## config.mk

```make
export PLATFORM = sky130hd
export DESIGN_NAME = issue_scoreboard
export DESIGN_NICKNAME = d
export VERILOG_FILES = /design/src/rtl/issue_scoreboard.sv
export SDC_FILE = /design/constraint.sdc
export NUM_CORES = 1
export LEC_CHECK = 0
export BUFFER_PORTS_ARGS = -buffer_cell sky130_fd_sc_hd__buf_2
export CELL_PAD_IN_SITES_DETAIL_PLACEMENT = 0
export CELL_PAD_IN_SITES_GLOBAL_PLACEMENT = 1
export CORE_UTILIZATION = 30
export DETAILED_ROUTE_END_ITERATION = 16
export GPL_TIMING_DRIVEN = 0
export PLACE_DENSITY = 0.64
export SYNTH_ARGS = -nofsm -noshare
export SYNTH_HDL_FRONTEND = slang
export SYNTH_SLANG_ARGS = --single-unit
export TNS_END_PERCENT = 30
```

## constraint.sdc

```tcl
create_clock -name clk_i -period 4.6 [get_ports clk_i]
set_clock_uncertainty 0.15 [all_clocks]
set_input_delay 0.46 -clock clk_i [delete_from_list [all_inputs] [get_ports clk_i]]
set_output_delay 0.46 -clock clk_i [all_outputs]
set_load 0.005 [all_outputs]
```

## src/rtl/issue_scoreboard.sv

```systemverilog
// RAW/WAW hazard scoreboard with per-register pending-write counters.
// Gates issue from decode, produces stall and per-source writeback bypass selects.
module issue_scoreboard #(
  parameter int unsigned NUM_REGS       = 32,
  parameter int unsigned REG_ADDR_WIDTH = 5,
  parameter int unsigned NUM_SRC        = 2,
  parameter int unsigned MAX_INFLIGHT   = 3,
  parameter int unsigned CNT_WIDTH      = 2,
  parameter int unsigned TOT_WIDTH      = 7,
  parameter bit          BYPASS_EN      = 1'b1
) (
  input  logic                              clk_i,
  input  logic                              reset_i,
  input  logic                              issue_valid_i,
  input  logic [NUM_SRC*REG_ADDR_WIDTH-1:0] issue_rs_addr_i,
  input  logic [NUM_SRC-1:0]                issue_rs_valid_i,
  input  logic [REG_ADDR_WIDTH-1:0]         issue_rd_addr_i,
  input  logic                              issue_rd_valid_i,
  input  logic                              wb_valid_i,
  input  logic [REG_ADDR_WIDTH-1:0]         wb_addr_i,
  input  logic                              flush_i,
  output logic                              issue_ready_o,
  output logic                              stall_o,
  output logic [NUM_SRC-1:0]                src_bypass_o,
  output logic                              pending_any_o,
  output logic [TOT_WIDTH-1:0]              inflight_total_o,
  output logic                              underflow_err_o
);

  logic [CNT_WIDTH-1:0] cnt_q [NUM_REGS];
  logic [CNT_WIDTH-1:0] cnt_d [NUM_REGS];
  logic [TOT_WIDTH-1:0] tot_q, tot_d;
  logic                 uf_q, uf_d;

  logic [NUM_SRC-1:0] src_haz;
  logic               rd_full;
  logic               inc_en, dec_en, dec_ok;

  for (genvar i = 0; i < NUM_SRC; i++) begin : g_src
    logic [REG_ADDR_WIDTH-1:0] addr;
    logic                      pend;
    logic                      byp_ok;
    assign addr   = issue_rs_addr_i[i*REG_ADDR_WIDTH +: REG_ADDR_WIDTH];
    assign pend   = issue_rs_valid_i[i] && (addr != '0) && (cnt_q[addr] != '0);
    // Last outstanding write retiring right now: forward its data instead of stalling.
    assign byp_ok = BYPASS_EN && (cnt_q[addr] == CNT_WIDTH'(1)) && wb_valid_i &&
                    (wb_addr_i == addr);
    assign src_haz[i]      = pend && !byp_ok;
    assign src_bypass_o[i] = issue_valid_i && !reset_i && pend && byp_ok;
  end

  assign rd_full = issue_rd_valid_i && (issue_rd_addr_i != '0) &&
                   (cnt_q[issue_rd_addr_i] == CNT_WIDTH'(MAX_INFLIGHT));

  assign stall_o          = issue_valid_i && ((|src_haz) || rd_full || flush_i);
  assign issue_ready_o    = !stall_o && !flush_i;
  assign pending_any_o    = (tot_q != '0);
  assign inflight_total_o = tot_q;
  assign underflow_err_o  = uf_q;

  assign inc_en = issue_valid_i && issue_ready_o && issue_rd_valid_i && (issue_rd_addr_i != '0);
  assign dec_en = wb_valid_i && (wb_addr_i != '0);
  // A same-cycle issue to the retiring register counts first, so the writeback is legal.
  assign dec_ok = dec_en && ((cnt_q[wb_addr_i] != '0) || (inc_en && issue_rd_addr_i == wb_addr_i));

  always_comb begin
    logic inc, dec;
    cnt_d = cnt_q;
    tot_d = tot_q;
    uf_d  = uf_q;
    inc   = 1'b0;
    dec   = 1'b0;
    if (flush_i) begin
      for (int unsigned r = 0; r < NUM_REGS; r++) cnt_d[r] = '0;
      tot_d = '0;
    end else begin
      for (int unsigned r = 1; r < NUM_REGS; r++) begin
        inc = inc_en && (issue_rd_addr_i == REG_ADDR_WIDTH'(r));
        dec = dec_en && (wb_addr_i == REG_ADDR_WIDTH'(r));
        if (inc && !dec) begin
          cnt_d[r] = cnt_q[r] + CNT_WIDTH'(1);
        end else if (dec && !inc && (cnt_q[r] != '0)) begin
          cnt_d[r] = cnt_q[r] - CNT_WIDTH'(1);
        end
      end
      if (inc_en && !dec_ok) begin
        tot_d = tot_q + TOT_WIDTH'(1);
      end else if (!inc_en && dec_ok) begin
        tot_d = tot_q - TOT_WIDTH'(1);
      end
      uf_d = uf_q || (dec_en && !dec_ok);
    end
  end

  always_ff @(posedge clk_i) begin
    if (reset_i) begin
      for (int unsigned r = 0; r < NUM_REGS; r++) cnt_q[r] <= '0;
      tot_q <= '0;
      uf_q  <= 1'b0;
    end else begin
      cnt_q <= cnt_d;
      tot_q <= tot_d;
      uf_q  <= uf_d;
    end
  end

endmodule
```

==> results of run 1 <==
==> timing repair <==
action,4_1_cts,5_1_grt
gates resized for setup,26,32
buffers inserted,8,5
setup endpoints to repair,2,2
pin swaps,7,10
endpoints found under the hold margin,0,0
==> power breakdown <==
group	total, mW	internal (mW)	switching [mW]
Sequential	0.613	0.608	0.00523
Combinational	0.379	0.136	0.243
Clock	0.700	0.408	0.292
==> synthesized netlist by cell type (7+ instances only) <==
| cell | n |
|---|---|
| nor2_1 | 75 |
| a211oi_1 | 27 |
| and4_1 | 7 |
| mux2_2 | 9 |
| o21ai_0 | 41 |
| nand4b_1 | 8 |
| xor2_1 | 16 |
| and3_1 | 23 |
| nand3_1 | 34 |
| nand2_1 | 77 |
| xnor2_1 | 10 |
| nor4_1 | 20 |
| dfxtp_1 | 70 |
| a21oi_1 | 51 |
| inv_1 | 14 |
| o21a_1 | 13 |
| nand2b_1 | 19 |
| buf_1 | 7 |
| nor3_1 | 72 |
| nor2b_1 | 20 |
| nor4_2 | 12 |
| mux2i_1 | 10 |
| a21o_1 | 12 |
| nand3b_1 | 8 |
| mux4_2 | 36 |
| clkbuf_1 | 42 |
| buf_2 | 10 |
==> final cells by class <==
class | count | area, um^2 | area share, %
plain buffers | 60 | 317 | 4.06
clock buffers | 13 | 270 | 3.47
clock inverters | 3 | 17.5 | 0.225
inverters | 14 | 55.1 | 0.706
multi-input cells | 705 | 5130 | 65.8
flip-flops and latches | 70 | 1430 | 18.4
well taps | 280 | 350 | 4.50
repair buffers | 38 | 223 | 2.86
==> metal layers <==
layer	part of all wire, %	vias to the layer above
met3	6.6	51
met2	44	301
met1	46	3415
met5	0	-
met4	3.4	0
li1	-	3341
==> cells in the final DEF (no fill, tap or decap), types with 8 or more instances in the layout <==
cell type / synthesis / routed
nand2_1: 77 / 76
nor2_1: 75 / 75
nor3_1: 72 / 72
dfxtp_1: 70 / 52
a21oi_1: 51 / 49
o21ai_0: 41 / 39
mux4_2: 36 / 36
clkbuf_1: 42 / 33
nand3_1: 34 / 33
buf_2: 10 / 28
a211oi_1: 27 / 27
and3_1: 23 / 23
buf_4: 3 / 19
nand2b_1: 19 / 19
nor2b_1: 20 / 19
nor4_1: 20 / 19
xor2_1: 16 / 16
dfxtp_2: 0 / 14
inv_1: 14 / 13
o21a_1: 13 / 13
a21o_1: 12 / 12
nor4_2: 12 / 12
mux2i_1: 10 / 10
mux2_2: 9 / 9
xnor2_1: 10 / 9
clkbuf_16: 0 / 9
nand3b_1: 8 / 8
nand4b_1: 8 / 8
==> registers in the layout, summed over array words and instances, names as in the netlist <==
name / cells
underflow_err_o: 1
inflight_total_o: 7
cnt_q: 62
==> final timing paths <==
check                  start                   to  cells after the start
min                  reset_i      underflow_err_o                      2
min reg2reg  underflow_err_o      underflow_err_o                      2
max                cnt_q[31]  inflight_total_o[6]                     19
max reg2reg        cnt_q[31]  inflight_total_o[6]                     19
==> metrics by stage <==
step                      hold WS (ns)  TNS (ns)  std cells  total power [mW]  setup WS [ns]
after floorplan                  0.286         0        855             0.865         0.0314
after detailed placement         0.289     -2.21       1160             0.973         -0.880
final                            0.183         0       1183              1.69          0.196
after CTS                        0.184         0       1178              1.69        0.00131
after global routing             0.205         0       1183              1.76         0.0252
after global placement           0.281     -2.22       1160             0.971         -0.876
==> worst max-delay path, stage by stage, from the launching register on <==
cell and delay [ns]:
dfxtp_4 0.38, mux4_2 0.47, mux4_2 0.50, and3_4 0.18
a21oi_4 0.16, nand2_4 0.09, nor4_4 0.30, a31o_2 0.20
nand3_2 0.11, ha_4 0.23, inv_4 0.06, ha_4 0.19
nor2b_4 0.13, o21ai_2 0.16, a21oi_2 0.08, o21a_1 0.20
or3_4 0.34, a21oi_4 0.15, xnor2_2 0.12, nor2_1 0.05
==> cell families after synthesis <==
| family | count (synthesis) |
|---|---|
| adder cells (fa/ha/maj) | 7 |
| XOR/XNOR | 26 |
| flip-flops | 70 |
| AND/OR/NAND/NOR | 411 |
| buffers and inverters | 80 |
| multiplexers | 55 |
| AO/OA/AOI/OAI | 206 |
==> results_dict.tcl, run 1 <==
set metrics [dict create \
    status "finished, final reports clean" \
    yosys_warnings 0 \
    muxShareOfSynthArea_pct 15.0 \
    synth.distinct_cells 71 \
    place_area_um2 7250 \
    synth_top_area_cell "dfxtp_1" \
    clkLatencyLatePin_ns 0.35 \
    path_clk_slew_ns 0.06 \
    ys_ff_latch 70 \
    ant_nets 0 \
    slew-limit-headroom_pct 39.1 \
    dp_hpwl_um 20000 \
    synth_area_leaders "dfxtp_1 (21%), mux4_2 (12%), nor3_1 (5.3%)" \
    cts-root-buf "clkbuf_16" \
    grt_overflow 0 \
    ys.flop_type "dfxtp_1" \
    cts.sinks 70 \
    max_freq_mhz 227 \
    vias_per_cell 6.01 \
    synthCells 855 \
    grt_max_degree 12 \
    syn_avg_cell_area_um2 7.88 \
    start_kind "flip-flop" \
    syn_nets 890 \
    ir_drop_v 0.000162 \
    io_pins 41 \
    yosys.area_share.simple_pct 33.5 \
    die_area_um2 23100 \
    worstMarginPinSlew_ns 0.906 \
    p_leak_nw 2.65 \
    drc 0 \
    first_iter_violations 794 \
    fin_nets 933 \
    hold_violations 0 \
    fillers 2335 \
    crit_required_ns 4.66 \
    wl_um 26300 \
    syn-cell-area_um2 6740 \
    path_class "reg -> reg" \
    core_area_um2 21900 \
    async_reset_ff_share_pct 0 \
    setup_viol 0 \
    endpoint_kind "flip-flop" \
    grt_pass1_vias 6534 \
    avgRoutedWirePerCell_um 22.2 \
    antenna_found_initial 0 \
    rows 54 \
    synth_edf_count 0 \
    track_usage_pct 22.9 \
    grt_pass1_wl_um 40500 \
    htree_num_levels 3 \
    synthAdderAreaFrac_pct 1.41 \
    synth_top_family_by_area "simple AND/OR/NAND/NOR gates" \
    vias 7108 \
    finalMaxSlewViolations 0 \
    io_buffers 25 \
    power_density_nw_per_um2 217 \
    initial_core_util_pct 30.8 \
    dieHeight_um 152 \
    ys_seq_area_share_pct 20.8 \
    reg2reg_slack_ns 0.20 \
    diodes 0 \
    yosys.area_share.xor_xnor_pct 3.38 \
    routabilityCongestion 0.911 \
    netlist.area_leader.share_pct 20.8 \
    grt_util_met1_pct 32.0 \
    final_layout_size_suffix_gt1_share_pct 20.8 \
    maxCapViolations 0 \
    grt_util_met3_pct 3.76 \
    hp-class "in -> reg" \
    crit_fanout 7 \
    fin_util_pct 35.6 \
    rsz0062_at_grt "false" \
    period_minus_slack_ns 4.40 \
    die_w_um 152 \
    cts_buffer_depth 2 \
    cts_tree "done" \
    use_met2_pct 35.0 \
    cts_buffers 9 \
    period_share_pct 95.7 \
    critical_path_arrival_ns 4.47 \
    grt_busiest_layer "met2" \
    drtPass1Iterations 5 \
    syn_to_final_growth_pct 15.6 \
    fin_area_um2 7790 \
    synth-compound-area-share_pct 20.6 \
    cts_hold_buffers 0 \
]
No activity file was read; power rests on OpenSTA's default activity.
==> run 2, diff against run 1 <==
--- a/config.mk
+++ b/config.mk
@@ -5,13 +5,15 @@
 export SDC_FILE = /design/constraint.sdc
 export NUM_CORES = 1
 export LEC_CHECK = 0
+export ABC_AREA = 1
 export BUFFER_PORTS_ARGS = -buffer_cell sky130_fd_sc_hd__buf_2
 export CELL_PAD_IN_SITES_DETAIL_PLACEMENT = 0
 export CELL_PAD_IN_SITES_GLOBAL_PLACEMENT = 1
 export CORE_UTILIZATION = 30
 export DETAILED_ROUTE_END_ITERATION = 16
 export GPL_TIMING_DRIVEN = 0
-export PLACE_DENSITY = 0.64
+export PLACE_DENSITY_LB_ADDON = 0.3
+export RECOVER_POWER = 50
 export SYNTH_ARGS = -nofsm -noshare
 export SYNTH_HDL_FRONTEND = slang
 export SYNTH_SLANG_ARGS = --single-unit
==> run 2 against run 1 <==
- final area increased by 6.6%
- global-route usage is 8.3 points higher
- via count increased by 34%
- largest cell class unchanged
- sequential power barely moved
- critical path depth rose by 2
- largest power group unchanged
- first-iteration DRC count up 49%
- fmax rose by 0.23%
- worst hold slack worse by 0.015 ns
- critical endpoint unchanged
- critical path type is now in -> reg
==> results_dict.tcl, run 2 <==
set metrics [dict create \
    status "finished, final reports clean" \
    path_clk_slew_ns 0.07 \
    avgRoutedWirePerCell_um 22.0 \
    path_class "in -> reg" \
    track_usage_pct 31.2 \
    vias_per_cell 5.47 \
    routabilityCongestion 1.06 \
    drtPass1Iterations 6 \
    cts_buffer_depth 2 \
    syn-cell-area_um2 7360 \
    async_reset_ff_share_pct 0 \
    crit_fanout 7 \
    ys_ff_latch 70 \
    clkLatencyLatePin_ns 0.36 \
    yosys_warnings 0 \
    timing.hold.ws_ns 0.169 \
    p_leak_nw 3.44 \
    cp_slowest_stage_delay_ns 0.75 \
    diodes 0 \
    wl_um 38300 \
    synth_area_leaders "nand2_1 (20%), dfxtp_1 (19%), nand3_1 (12%)" \
    synth_top_area_cell "nand2_1" \
    grt_pass1_wl_um 55500 \
    worstMarginPinSlew_ns 0.923 \
    rsz0062_at_grt "false" \
    setup_tns_ns 0 \
    grt_max_degree 13 \
    cp_slowest_cell "nor2_1" \
    dp_hpwl_um 28700 \
    fin_cells 1741 \
    synth.most_common_cell "nand2_1" \
    initial_core_util_pct 31.0 \
    layout_commonest_cell "nand2_1" \
    largest-register "cnt_q" \
    vias 9515 \
    io_pins 41 \
    cts-root-buf "clkbuf_16" \
    first_iter_violations 1183 \
    synth_edf_count 0 \
    fin_nets 1452 \
    rows 56 \
    largest_reg_flops 62 \
    start_kind "input port" \
    synthCells 1373 \
    netlist.area_leader.share_pct 19.8 \
    dieHeight_um 159 \
    drc 0 \
    syn_nets 1408 \
    ir_drop_v 0.000117 \
    setup_viol 0 \
    cts.sinks 70 \
    endpoint_kind "flip-flop" \
    synthTopCellsByCount "nand2_1 (389), nor2_1 (232), nand3_1 (177)" \
    htree_num_levels 3 \
    period_share_pct 95.5 \
    ys_seq_area_share_pct 19.0 \
    dp_cells 1720 \
    setup_slack_ns 0.206 \
    maxCapViolations 0 \
    die_w_um 159 \
    ant_nets 0 \
    grt_pass1_vias 8581 \
    finalMaxSlewViolations 0 \
    critical_path_arrival_ns 4.50 \
    path_common_cell "a21oi_1" \
    synth.distinct_cells 40 \
    preCtsSetupSlack_ns -0.602 \
    io_buffers 28 \
    mostFrequentLayoutCells "nand2_1 (388), nor2_1 (229), nand3_1 (176), inv_1 (171), o21ai_0 (95)" \
    max_freq_mhz 228 \
    period_minus_slack_ns 4.39 \
    reg2reg_slack_ns 0.43 \
    antenna_found_initial 0 \
    hold_violations 0 \
    slew-limit-headroom_pct 38.2 \
    syn_avg_cell_area_um2 5.36 \
    syn_to_final_growth_pct 12.9 \
    ys.flop_type "dfxtp_1" \
    core_area_um2 23800 \
    grt_overflow 0 \
    crit_required_ns 4.71 \
    fillers 2735 \
    path_cells "clkbuf_2, nor2_1, inv_2, a21oi_1, nor3_1, o22ai_1, a2111o_1, o41ai_1, a21o_1, ha_1, inv_2, ha_1, a21oi_1, o21ai_1, a21oi_1, inv_1, a21oi_1, o21ai_0, a21o_1, o21ai_0, a21oi_1" \
    die_area_um2 25200 \
    final_layout_size_suffix_gt1_share_pct 8.58 \
    cts_tree "done" \
    cts_buffers 9 \
    cts_hold_buffers 0 \
    hp-class "in -> reg" \
    power_density_nw_per_um2 224 \
]
run 2: path summary, 6_finish.rpt:
path,start,end,cells past startpoint
setup / recovery,wb_addr_i[0],inflight_total_o[6],21
hold / removal,reset_i,underflow_err_o,2
setup reg to reg,cnt_q[20],inflight_total_o[6],28
hold reg to reg,underflow_err_o,underflow_err_o,2
run 2: kinds of logic (layout without fill, tap and decap cells):
group | count (synthesis) | count (layout) | share of synthesized area [%]
simple gates | 872 | 872 | 52.1
buf+inv | 247 | 296 | 14.4
compound gates | 171 | 171 | 12.4
flops | 70 | 70 | 19.0
fa+ha+maj | 7 | 7 | 1.29
xor+xnor | 6 | 6 | 0.714
run 2: critical path: cells and delay by family:
| family | cells | cell delay, ns |
|---|---|---|
| buffers and inverters | 4 | 0.69 |
| adders and majority gates | 2 | 0.51 |
| and+or+nand+nor | 2 | 0.87 |
| AOI/OAI and AO/OA | 13 | 1.97 |
run 2: final cells by class:
class,instances,area (um^2),share of cell area (%)
repair buffers,33,169,2.03
plain buffers,63,373,4.49
inverters,184,708,8.52
multi-input cells,1056,4930,59.3
well taps,319,399,4.80
flip-flops and latches,70,1410,16.9
clock buffers,10,239,2.88
clock inverters,6,85.1,1.02
run 2: through the flow:
stage / area, um^2 / power, mW / utilization, %
5_1_grt: 8310 / 1.91 / 35.0
4_1_cts: 8240 / 1.84 / 34.7
2_1_floorplan: 7360 / 0.869 / -
3_5_place_dp: 7900 / 1.03 / 33.3
3_3_place_gp: 7900 / 1.03 / 33.3
6_report: 8310 / 1.86 / 35.0
run 2: metal layers:
layer  up-vias  GRT usage [%]  routed length, um
li1       4501              -                  -
met1      4396           40.8              16100
met2       511           48.2              16400
met3       107           5.93               3710
met4         0           17.0               2020
met5         -              0                  0
run 2: report_power, final:
group          internal, mW  switching, mW
registers             0.609        0.00343
logic                 0.109          0.325
clock network         0.488          0.322
total                  1.21          0.650
run 2: what timing repair did:
item	CTS	global route
buffers inserted	0	5
resized for setup	7	29
endpoints found under the setup margin	2	3
pin swaps	0	1
hold endpoints to repair	0	0
==> run 3, diff against run 2 <==
--- a/config.mk
+++ b/config.mk
@@ -10,6 +10,7 @@
 export CELL_PAD_IN_SITES_DETAIL_PLACEMENT = 0
 export CELL_PAD_IN_SITES_GLOBAL_PLACEMENT = 1
 export CORE_UTILIZATION = 30
+export CTS_BUF_LIST = sky130_fd_sc_hd__clkbuf_4
 export DETAILED_ROUTE_END_ITERATION = 16
 export GPL_TIMING_DRIVEN = 0
 export PLACE_DENSITY_LB_ADDON = 0.3
==> run 3 against run 2 <==
- sequential power about the same
- first-iteration DRC count up 4.8%
- critical path depth up 1
- largest power group is now sequential cells
- highest routed layer unchanged
- final area down 2.1%
==> results_dict.tcl, run 3 (synthesis results as in run 2) <==
set metrics [dict create \
    start_kind "input port" \
    cts-root-buf "clkbuf_4" \
    grt_overflow 0 \
    whs_endpoint "underflow_err_o" \
    cp.depth 22 \
    reg2reg_slack_ns 0.33 \
    cts_tree "done" \
    critPathBufInv 5 \
    drtPass1Iterations 6 \
    r2r-end "inflight_total_o[6]" \
    min_from "flush_i" \
    largest_reg_flops 62 \
    routabilityCongestion 1.06 \
    rsz0062_at_grt "true" \
    ant_nets 0 \
    io_pins 41 \
    maxCapViolations 0 \
    dieHeight_um 159 \
    dp_hpwl_um 28700 \
    regArea_um2 1420 \
    finalMaxSlewViolations 0 \
    cts_buffer_depth 2 \
    hold_depth 4 \
    r2r-start "cnt_q[10]" \
    track_usage_pct 31.1 \
    setup_viol 0 \
    vias 9506 \
    critical_path_arrival_ns 4.78 \
    fillers 2758 \
    htree_num_levels 3 \
    io_buffers 28 \
    cts_buffers 9 \
    avgRoutedWirePerCell_um 22.0 \
    die_w_um 159 \
    grt_pass1_wl_um 55400 \
    multi_input_area_um2 4930 \
    hold_violations 0 \
    cp_slowest_stage_delay_ns 0.50 \
    path_cells "clkbuf_1, inv_1, nor2_2, inv_1, a21oi_1, nor3_1, o22ai_1, a2111o_1, o41ai_1, a21o_1, ha_1, inv_2, ha_1, a21oi_1, o21ai_1, a21oi_1, inv_1, a21oi_1, o21ai_0, a21o_1, o21ai_0, a21oi_1" \
    fin_area_um2 8130 \
    crit_required_ns 4.87 \
    die_area_um2 25200 \
    crit_fanout 8 \
    antenna_found_initial 1 \
    final_layout_size_suffix_gt1_share_pct 8.89 \
    core_area_um2 23800 \
    cts.sinks 70 \
    slew-limit-headroom_pct 38.7 \
    crit_family "compound AO/OA/AOI/OAI gates" \
    place_area_um2 7900 \
    rows 56 \
    layout_commonest_cell "nand2_1" \
    period_minus_slack_ns 4.50 \
    mostFrequentLayoutCells "nand2_1 (389), nor2_1 (229), nand3_1 (175), inv_1 (174), o21ai_0 (95)" \
    worstMarginPinSlew_ns 0.917 \
    grt_max_degree 13 \
    path_class "in -> reg" \
    max_freq_mhz 222 \
    setup_tns_ns 0 \
    rr_worst_depth 29 \
    drc 0 \
    path_common_cell "a21oi_1" \
    ir_drop_v 0.000140 \
    path_clk_slew_ns 0.15 \
    vias_per_cell 5.46 \
    syn_to_final_growth_pct 10.5 \
    initial_core_util_pct 31.0 \
    fin_nets 1448 \
    cp_slowest_cell "inv_1" \
    wl_um 38300 \
    largest-register "cnt_q" \
    first_iter_violations 1240 \
    hp-class "in -> reg" \
    power_density_nw_per_um2 190 \
    period_share_pct 97.9 \
    p_leak_nw 3.38 \
    grt_pass1_vias 8631 \
    endpoint_kind "flip-flop" \
    status "finished, final reports clean" \
    clkLatencyLatePin_ns 0.51 \
]
==> run 3: cell types whose count changed in the layout (fill, tap and decap cells not counted), moves of 4 or more <==
cell / delta
buf_4: -4
clkbuf_16: -9
clkbuf_4: +7
dfxtp_1: -12
dfxtp_2: +11
diode_2: +5
==> run 3: per-layer routing <==
layer / vias to the layer above / GRT usage [%] / routed length, um
li1: 4494 / - / -
met1: 4373 / 40.2 / 16000
met2: 526 / 48.0 / 16500
met3: 113 / 6.97 / 3830
met4: 0 / 16.5 / 1980
met5: - / 0 / 0
==> run 3: repair_timing <==
item,in CTS,in global routing
gates resized for setup,2,31
setup buffers,0,0
endpoints found under the setup margin,2,3
endpoints found under the hold margin,1,0
hold buffers,1,0
==> run 3: stage by stage <==
stage | util [%] | hold slack (ns) | std cells | setup slack [ns] | total power [mW]
floorplan | - | 0.291 | 1373 | 0.682 | 0.869
global placement | 33.3 | 0.287 | 1720 | -0.584 | 1.03
detailed placement | 33.3 | 0.307 | 1720 | -0.602 | 1.03
CTS | 34.0 | 0.203 | 1737 | 0.0418 | 1.53
global route | 34.2 | 0.226 | 1741 | -0.0538 | 1.59
finish | 34.2 | 0.204 | 1742 | 0.0960 | 1.55
==> run 3: area by class of cell <==
type | instances | area share (%)
inverter | 184 | 8.62
timing repair buffer | 29 | 1.78
buffer | 63 | 4.51
antenna | 5 | 0.154
clock inverter | 7 | 1.09
multi-input combinational | 1056 | 60.6
tap | 319 | 4.91
clock buffer | 9 | 0.831
sequential | 70 | 17.5
==> run 3: power by group <==
part | internal [mW] | switching (mW) | total (mW) | leakage, nW
Clock | 0.216 | 0.290 | 0.506 | 0.0794
Sequential | 0.609 | 0.00342 | 0.612 | 0.572
Combinational | 0.107 | 0.323 | 0.431 | 2.72
==> run 3: worst min-delay path: cells and delay by family <==
family,cells,cell delay [ns]
compound gates,1,0.06
buf+inv,1,0.16
simple gates,2,0.15
==> run 3: worst max-delay path by stage <==
stage,startpoint,slack [ns],end
global placement,issue_rd_addr_i[1],-0.58,inflight_total_o[6]
detailed placement,issue_rd_addr_i[1],-0.60,inflight_total_o[6]
CTS,issue_rd_addr_i[4],0.04,inflight_total_o[6]
floorplan,issue_rd_addr_i[0],0.68,inflight_total_o[6]
global route,cnt_q[0],-0.05,inflight_total_o[6]
finish,wb_addr_i[1],0.1,inflight_total_o[6]
